## src/rtl/i2c_reg_responder_pkg.sv

```systemverilog
// Shared definitions for the I2C register responder: FSM states and bus bit meanings.
package i2c_reg_responder_pkg;

    typedef enum logic [3:0] {
        ST_IDLE,
        ST_ADDR,
        ST_ACK_A,
        ST_SUB,
        ST_ACK_S,
        ST_WR,
        ST_ACK_W,
        ST_RD,
        ST_MACK,
        ST_WAIT_P
    } state_t;

    localparam logic I2C_ACK  = 1'b0;
    localparam logic I2C_NACK = 1'b1;

    localparam logic [6:0] DEF_DEV_ADDR = 7'h39;

endpackage

```

## src/rtl/i2c_reg_responder_line_filter.sv

```systemverilog
// Two-flop synchronizer plus stability filter for one I2C line; emits the filtered
// level and single-cycle rise/fall pulses aligned with the level change.
module i2c_line_filter #(
    parameter int FILT_LEN = 3
) (
    input  logic clock,
    input  logic reset,
    input  logic line,
    output logic level,
    output logic rise,
    output logic fall
);

    logic                sync1_reg;
    logic                sync2_reg;
    logic [FILT_LEN-1:0] hist_reg;
    logic                level_reg;
    logic                rise_reg;
    logic                fall_reg;

    // Idle bus is pulled up, so everything resets to the high level.
    always_ff @(posedge clock or posedge reset) begin
        if (reset) begin
            sync1_reg <= 1'b1;
            sync2_reg <= 1'b1;
            hist_reg  <= '1;
            level_reg <= 1'b1;
            rise_reg  <= 1'b0;
            fall_reg  <= 1'b0;
        end else begin
            sync1_reg <= line;
            sync2_reg <= sync1_reg;
            hist_reg  <= {hist_reg[FILT_LEN-2:0], sync2_reg};
            rise_reg  <= 1'b0;
            fall_reg  <= 1'b0;
            if ((&hist_reg) && !level_reg) begin
                level_reg <= 1'b1;
                rise_reg  <= 1'b1;
            end else if (!(|hist_reg) && level_reg) begin
                level_reg <= 1'b0;
                fall_reg  <= 1'b1;
            end
        end
    end

    assign level = level_reg;
    assign rise  = rise_reg;
    assign fall  = fall_reg;

endmodule

```

## src/rtl/i2c_reg_responder.sv

```systemverilog
// I2C target with a byte-addressed register file, oversampled SCL/SDA, open-drain SDA
// via a drive-low enable, and a combinational local peek port.
module i2c_reg_responder
    import i2c_reg_responder_pkg::*;
#(
    parameter logic [6:0] DEV_ADDR  = DEF_DEV_ADDR,
    parameter int         REG_DEPTH = 256,
    parameter int         FILT_LEN  = 3
) (
    input  logic       clock,
    input  logic       reset,
    input  logic       scl_in,
    input  logic       sda_in,
    output logic       sda_drive_low,
    output logic       wr_strobe,
    output logic [7:0] wr_addr,
    output logic [7:0] wr_data,
    output logic       busy,
    input  logic [7:0] reg_rd_addr,
    output logic [7:0] reg_rd_data
);

    localparam int AW = (REG_DEPTH > 1) ? $clog2(REG_DEPTH) : 1;

    logic scl_level, scl_rise, scl_fall;
    logic sda_level, sda_rise, sda_fall;

    i2c_line_filter #(.FILT_LEN(FILT_LEN)) u_scl_filter (
        .clock(clock), .reset(reset), .line(scl_in),
        .level(scl_level), .rise(scl_rise), .fall(scl_fall)
    );

    i2c_line_filter #(.FILT_LEN(FILT_LEN)) u_sda_filter (
        .clock(clock), .reset(reset), .line(sda_in),
        .level(sda_level), .rise(sda_rise), .fall(sda_fall)
    );

    state_t         state_reg, state_next;
    logic [2:0]     bit_cnt_reg, bit_cnt_next;
    logic [7:0]     shift_reg, shift_next;
    logic [AW-1:0]  ptr_reg, ptr_next;
    logic           phase_reg, phase_next;
    logic           rw_reg, rw_next;
    logic           drive_reg, drive_next;
    logic           busy_reg, busy_next;
    logic           strobe_reg, strobe_next;
    logic [7:0]     wr_addr_reg, wr_addr_next;
    logic [7:0]     wr_data_reg, wr_data_next;
    logic           mem_we;
    logic [7:0]     mem_reg [REG_DEPTH];
    logic [7:0]     mem_at_ptr;
    logic [7:0]     byte_in;
    logic           start_det, stop_det, last_bit;

    assign byte_in    = {shift_reg[6:0], sda_level};
    assign start_det  = sda_fall & scl_level;
    assign stop_det   = sda_rise & scl_level;
    assign last_bit   = (bit_cnt_reg == 3'd7);
    assign mem_at_ptr = mem_reg[ptr_reg];

    always_ff @(posedge clock or posedge reset) begin
        if (reset) state_reg <= ST_IDLE;
        else       state_reg <= state_next;
    end

    // phase_reg marks the second half of an ACK/MACK slot, or the 8th bit sent in RD.
    always_comb begin
        state_next = state_reg;
        if (start_det) begin
            state_next = ST_ADDR;
        end else if (stop_det) begin
            state_next = ST_IDLE;
        end else begin
            case (state_reg)
                ST_ADDR: if (scl_rise && last_bit)
                             state_next = (byte_in[7:1] == DEV_ADDR) ? ST_ACK_A : ST_IDLE;
                ST_SUB:  if (scl_rise && last_bit) state_next = ST_ACK_S;
                ST_WR:   if (scl_rise && last_bit) state_next = ST_ACK_W;
                ST_ACK_A: if (scl_fall && phase_reg) state_next = rw_reg ? ST_RD : ST_SUB;
                ST_ACK_S, ST_ACK_W: if (scl_fall && phase_reg) state_next = ST_WR;
                ST_RD:   if (scl_fall && phase_reg) state_next = ST_MACK;
                ST_MACK: begin
                    if (scl_rise && (sda_level == I2C_NACK)) state_next = ST_WAIT_P;
                    else if (scl_fall && phase_reg)          state_next = ST_RD;
                end
                default: state_next = state_reg;
            endcase
        end
    end

    always_comb begin
        bit_cnt_next = bit_cnt_reg;
        shift_next   = shift_reg;
        ptr_next     = ptr_reg;
        phase_next   = phase_reg;
        rw_next      = rw_reg;
        drive_next   = drive_reg;
        busy_next    = busy_reg;
        strobe_next  = 1'b0;
        wr_addr_next = wr_addr_reg;
        wr_data_next = wr_data_reg;
        mem_we       = 1'b0;
        if (start_det || stop_det) begin
            bit_cnt_next = 3'd0;
            phase_next   = 1'b0;
            drive_next   = 1'b0;
            busy_next    = start_det;
        end else begin
            case (state_reg)
                ST_ADDR, ST_SUB, ST_WR: if (scl_rise) begin
                    shift_next   = byte_in;
                    bit_cnt_next = bit_cnt_reg + 3'd1;
                    phase_next   = 1'b0;
                    if (last_bit) begin
                        if (state_reg == ST_ADDR) rw_next = byte_in[0];
                        if (state_reg == ST_SUB)  ptr_next = byte_in[AW-1:0];
                        if (state_reg == ST_WR) begin
                            mem_we       = 1'b1;
                            strobe_next  = 1'b1;
                            wr_addr_next = 8'(ptr_reg);
                            wr_data_next = byte_in;
                            ptr_next     = ptr_reg + AW'(1);
                        end
                    end
                end
                ST_ACK_A, ST_ACK_S, ST_ACK_W: if (scl_fall) begin
                    phase_next   = !phase_reg;
                    drive_next   = !phase_reg;
                    bit_cnt_next = 3'd0;
                    if (phase_reg && state_reg == ST_ACK_A && rw_reg) begin
                        shift_next = mem_at_ptr;
                        drive_next = !mem_at_ptr[7];
                    end
                end
                ST_RD: begin
                    if (scl_rise) begin
                        bit_cnt_next = bit_cnt_reg + 3'd1;
                        if (last_bit) phase_next = 1'b1;
                    end else if (scl_fall) begin
                        if (phase_reg) begin
                            drive_next   = 1'b0;
                            phase_next   = 1'b0;
                            bit_cnt_next = 3'd0;
                        end else begin
                            shift_next = {shift_reg[6:0], 1'b0};
                            drive_next = !shift_reg[6];
                        end
                    end
                end
                ST_MACK: begin
                    if (scl_rise && (sda_level == I2C_ACK)) begin
                        ptr_next   = ptr_reg + AW'(1);
                        phase_next = 1'b1;
                    end else if (scl_fall && phase_reg) begin
                        shift_next   = mem_at_ptr;
                        drive_next   = !mem_at_ptr[7];
                        phase_next   = 1'b0;
                        bit_cnt_next = 3'd0;
                    end
                end
                default: ;
            endcase
        end
    end

    always_ff @(posedge clock or posedge reset) begin
        if (reset) begin
            bit_cnt_reg <= 3'd0;
            shift_reg   <= 8'h00;
            ptr_reg     <= '0;
            phase_reg   <= 1'b0;
            rw_reg      <= 1'b0;
            drive_reg   <= 1'b0;
            busy_reg    <= 1'b0;
            strobe_reg  <= 1'b0;
            wr_addr_reg <= 8'h00;
            wr_data_reg <= 8'h00;
        end else begin
            bit_cnt_reg <= bit_cnt_next;
            shift_reg   <= shift_next;
            ptr_reg     <= ptr_next;
            phase_reg   <= phase_next;
            rw_reg      <= rw_next;
            drive_reg   <= drive_next;
            busy_reg    <= busy_next;
            strobe_reg  <= strobe_next;
            wr_addr_reg <= wr_addr_next;
            wr_data_reg <= wr_data_next;
        end
    end

    generate
        for (genvar gi = 0; gi < REG_DEPTH; gi++) begin : g_reg
            always_ff @(posedge clock or posedge reset) begin
                if (reset)                               mem_reg[gi] <= 8'h00;
                else if (mem_we && ptr_reg == AW'(gi))   mem_reg[gi] <= byte_in;
            end
        end
    endgenerate

    assign reg_rd_data   = mem_reg[reg_rd_addr[AW-1:0]];
    assign sda_drive_low = drive_reg;
    assign wr_strobe     = strobe_reg;
    assign wr_addr       = wr_addr_reg;
    assign wr_data       = wr_data_reg;
    assign busy          = busy_reg;

endmodule
```

## config.mk

```make
export PLATFORM = sky130hd
export DESIGN_NAME = i2c_reg_responder
export DESIGN_NICKNAME = d
export VERILOG_FILES = /design/src/rtl/i2c_reg_responder_pkg.sv /design/src/rtl/i2c_reg_responder_line_filter.sv /design/src/rtl/i2c_reg_responder.sv
export SDC_FILE = /design/constraint.sdc
export NUM_CORES = 2
export LEC_CHECK = 0
export BUFFER_PORTS_ARGS = -buffer_cell sky130_fd_sc_hd__buf_2
export CAP_MARGIN = 10
export CORE_MARGIN = 4
export CORE_UTILIZATION = 25
export DETAILED_ROUTE_END_ITERATION = 10
export SYNTH_ARGS = -nofsm -noshare
export SYNTH_HDL_FRONTEND = slang
export SYNTH_HIERARCHICAL = 1
export SYNTH_SLANG_ARGS = --single-unit
export TNS_END_PERCENT = 30
```

## constraint.sdc

```tcl
create_clock -name clock -period 100.1 [get_ports clock]
set_input_delay 20.02 -clock clock [delete_from_list [all_inputs] [get_ports clock]]
set_output_delay 20.02 -clock clock [all_outputs]
set_load 0.005 [all_outputs]
```

# Word level (Yosys, flattened, before mapping)
# Index checks and enable logic that the tools add are counted.
dict set report classes {
  add_sub_neg 2
  n_reduce_logical 297
  n_eq_ne 293
  mux 76
  n_lt_le_gt_ge 2
  n_bitwise 6
}
# cell n
set ops {}
lappend ops {{8-bit == test, second input constant} 128}
lappend ops {{8-bit by 7-bit == test with 1-bit output, second input constant} 64}
lappend ops {{1-bit logical AND} 266}
lappend ops {{8-bit by 6-bit == test with 1-bit output, second input constant} 32}
lappend ops {{8-bit binary-select mux with 8-bit select} 2}
lappend ops {{8-bit by 5-bit == test with 1-bit output, second input constant} 16}
lappend ops {{8-bit two-way mux} 9}
lappend ops {{8-bit by 4-bit == test with 1-bit output, second input constant} 8}
lappend ops {{7-bit two-way mux} 8}
lappend ops {{4-bit two-way mux} 10}
lappend ops {{8-bit by 3-bit == test with 1-bit output, second input constant} 4}
lappend ops {{4-bit != test, second input constant} 8}
lappend ops {{1-bit two-way mux} 31}
lappend ops {{4-bit one-hot mux with 7 select lines} 1}
lappend ops {{7-bit one-hot mux with 4 select lines} 1}
lappend ops {{3-bit two-way mux} 9}
lappend ops {{9-bit greater-or-equal comparator, second input constant} 2}
lappend ops {{8-bit NOT with 9-bit output} 2}
lappend ops {{6-bit AND reduction} 3}
lappend ops {{4-bit by 3-bit == test with 1-bit output, second input constant} 4}
lappend ops {{8-bit by 2-bit == test with 1-bit output, second input constant} 2}
lappend ops {{8-bit one-hot mux with 2 select lines} 1}
lappend ops {{2-bit != test, second input constant} 7}
lappend ops {{3-bit != test, second input constant} 4}
lappend ops {{33 further kinds} 54}
dict set report word_totals {
  wordCells 955
  reg_bits 2107
  output_inout_bits 27
}

# Logic depth before layout (Yosys ltp)
dict set report logic_depth {
  depth_word 9
  depth_mapped 14
  ltp_nobuf 9
}

# By module
# Netlist, hierarchy kept.
# mod cells_each area_per_inst_um2 instances
set by_module_without_submodules {}
lappend by_module_without_submodules {i2c_reg_responder 7169 111076.5 1}
lappend by_module_without_submodules {i2c_line_filter 16 259.0 2}

# Worst setup path before layout
# Ideal clock, no wire load.
dict set report synth_path {
  path_kind {input to output}
  from {input reg_rd_addr[1]}
  to {output reg_rd_data[0]}
  path_slack_ns 57.648
  cell_stages 8
  t_required_ns 80.080
  n_path_buf 3
  t_arrival_ns 22.432
  cell_sequence {clkbuf_1 > clkbuf_1 > clkbuf_1 > mux4_2 > mux4_2 > a22oi_1 > a21oi_1 > or4_1}
}
dict set report synth_between {
  elab_chain_len 4
}
# item line_no
set synth_lines {}
lappend synth_lines {{start: declaration} i2c_reg_responder.sv:19} ;# input logic [7:0] reg_rd_addr,
lappend synth_lines {{8-bit NOT with 9-bit output (not written as such)} i2c_reg_responder.sv:201} ;# assign reg_rd_data = mem_reg[reg_rd_addr[AW-1:0]];
lappend synth_lines {{8-bit binary-select mux with 8-bit select} i2c_reg_responder.sv:201}
lappend synth_lines {{8-bit two-way mux (not written as such) (2 in series)} i2c_reg_responder.sv:201}
lappend synth_lines {{end: declaration} i2c_reg_responder.sv:20} ;# output logic [7:0] reg_rd_data
# Every way passes these cells. The select of a mux whose other input is x is not followed.

# Worst setup path after layout
dict set report layout_path {
  from {input reg_rd_addr[0]}
  to {output reg_rd_data[2]}
}
# The elaborated chain is that of the path after synthesis.

==> results.json <==
{
  "final_layout_size_suffix_gt1_share_pct": 53.4,
  "worst_pin_slew_ns": 1.40,
  "netlist.area_leader.share_pct": 47.0,
  "setup_viol": 0,
  "hold_violations": 0,
  "synth.avg_cell_area_um2": 15.5,
  "maxCapViolCount": 0,
  "grt-ovfl-total": 0,
  "synth_area_leader_cell": "dfrtp_1",
  "numCtsBuffers": 229,
  "ant_nets": 0,
  "syn_area_um2": 112000,
  "syn_nets": 7219,
  "register_area_um2": 52800,
  "drcViolationCount": 0,
  "power.density_nw_per_um2": 15.5,
  "grtUsageMet2_pct": 25.3,
  "period_needed_ns": 46.27,
  "required_ns": 80.08,
  "antenna_found_initial": 23,
  "path_common_cell": "buf_4",
  "seq_area_frac_synth_pct": 47.3,
  "die_w_um": 676,
  "cts_buffer_depth": 3,
  "htreeDepth": 4,
  "hold_depth": 0,
  "fp.dieH_um": 676,
  "ctsResizeCount": 0,
  "crit_cells": 11,
  "grt_pass1_vias": 73700,
  "dieArea_um2": 457000,
  "slew_headroom_pct": 6.83,
  "cp_slowest_cell": "or4_1",
  "report.final.slew_viol_count": 0,
  "worstPathCellList": "buf_8 > buf_4 > buf_4 > buf_4 > buf_4 > mux4_2 > mux4_2 > a22oi_1 > a21oi_1 > or4_1 > buf_2",
  "rsz0062_at_grt": "no",
  "critical_path_arrival_ns": 26.25,
  "hold_path_class": "reg -> reg",
  "io_buffers": 38,
  "start_util_pct": 25.1,
  "critPathMaxFanout": 72,
  "grtUsageMet3_pct": 3.99,
  "synthToLayoutAreaGrowth_pct": 13.0,
  "ys.warnings.count": 6,
  "cts_root_buffer": "clkbuf_16",
  "wl_per_cell_um": 28.9,
  "status": "completed",
  "viasPerCell": 5.42,
  "post_cts_buffers": 0,
  "fmax_mhz": 21.6,
  "grt_max_degree": 199,
  "drtPass1Iterations": 6,
  "max_stage_delay_ns": 0.74,
  "hpwlAfterDp_um": 249000,
  "ff2ff_path_depth": 9,
  "setup_tns_ns": 0,
  "async_reset_ff_share_pct": 100,
  "fin_nets": 7012,
  "cts_tree": "built",
  "vias": 71100,
  "core-area_um2": 445000,
  "total_power_mw": 1.95,
  "startpoint_type": "primary input",
  "clock_latency_ns": 0.90,
  "p_leak_nw": 55.0,
  "ys.flop_type": "dfrtp_1",
  "fillCellCount": 44300,
  "largest_register_ffs": 2048,
  "rows": 245,
  "syn_inst": 7201,
  "synth.area.top_cells": "dfrtp_1, mux4_2, mux2_2",
  "min_period_over_period_pct": 46.2,
  "ys_ff_latch": 2107,
  "crit_type": "in -> out",
  "netlist_top_cells_count": "dfrtp_1, mux2_2, mux4_2",
  "multi_input_area_um2": 56100,
  "grtUsageMet1_pct": 21.5,
  "grt_usage_pct": 16.3,
  "cp_top_family": "buffers and inverters",
  "io_pins": 39,
  "grt_pass1_wl_um": 547000,
  "grt_most_used_layer": "met2",
  "drt_iter0_drc": 7884,
  "wirelength_um": 380000,
  "synth_cell_types": 64,
  "gp_congestion": 0.890,
  "cp-end-kind": "output pin",
  "clock-sinks": 2107,
  "synth-edff-count": 0,
  "clock_skew_ns": 0.0663,
  "postCtsHoldBufs": 0,
  "ir_drop_mv": 0.0190,
  "synth.most_common_cell": "dfrtp_1",
  "path_buf_inv": 6,
  "path_clk_slew_ns": 0.05
}
[placed cells by master, fill, tap and decap left out, types with 12 or more instances in the layout]
cell type,count
a211oi_1,15
a21oi_1,119
a221oi_1,17
a22o_1,29
a22oi_1,176
a31oi_1,12
and2_1,15
buf_2,34
buf_4,157
bufinv_16,20
clkbuf_1,55
clkbuf_16,230
clkbuf_8,64
clkinv_2,34
dfrtp_1,2083
mux2_2,2068
mux2i_1,146
mux4_2,1116
nand2_1,284
nand3_1,37
nor2_1,108
nor3_1,19
nor4_1,12
o2111ai_1,12
o211ai_1,16
o21ai_0,51
o22ai_1,27
or4_1,14
[worst reg2reg max path: cells and delay by family (launching register included)]
kind            cells  cell delay [ns]
buf+inv             3             1.77
flops               1             1.15
compound gates      5             2.24
mux                 1             0.90
[cell families (layout without fill, tap and decap cells)]
family          Yosys count  in the layout  share of synthesized area [%]
flops                  2107           2107                           47.3
other cells               0              6                              0
compound gates          512            512                           3.11
xor+xnor                  1              1                        0.00785
buf+inv                 669            653                           2.51
mux                    3330           3330                           44.7
simple gates            576            576                           2.34
fa+ha+maj                 6              6                         0.0673
[routing by layer]
layer	wire length, um	part of all wire, %
met5	151	0.040
met4	19500	5.1
met3	32900	8.7
met2	175000	46
met1	152000	40
[through the flow]
step / worst slack (ns) / utilization, % / hold WS (ns) / instances / area (um^2)
final: 53.83 / 28.3 / 0.355 / 13100 / 126000
after global routing: 53.36 / 28.3 / 0.358 / 13100 / 126000
after CTS: 53.61 / 28.3 / 0.355 / 13100 / 126000
after detailed placement: 53.60 / 26.5 / 0.349 / 12700 / 118000
after global placement: 53.62 / 26.5 / 0.351 / 12700 / 118000
after floorplan: 21.01 / - / 0.345 / 7201 / 112000
[power breakdown]
part | total, mW | switching [mW] | internal, mW
Clock | 0.893 | 0.371 | 0.522
Sequential | 0.878 | 0.0220 | 0.856
Combinational | 0.180 | 0.139 | 0.0410
[area by class of cell]
cell class,count,share of cell area (%)
sequential,2107,41.8
inverter,14,0.0496
timing repair buffer,217,1.39
multi-input combinational,4425,44.5
clock buffer,348,5.41
antenna,6,0.0119
tap,5928,5.88
clock inverter,74,0.901
[worst paths after layout]
path                                   startpoint                       end  slack (ns)
max                                reg_rd_addr[0]            reg_rd_data[2]       53.83
min                        u_scl_filter/sync2_reg  u_scl_filter/hist_reg[0]        0.35
max reg2reg                            ptr_reg[0]              shift_reg[5]       93.87
min reg2reg                u_scl_filter/sync2_reg  u_scl_filter/hist_reg[0]        0.35
max in group asynchronous                   reset             mem_reg[1125]       76.00
min in group asynchronous                   reset         u_sda_filter/fall       19.17
No activity file was read; power rests on OpenSTA's default activity.
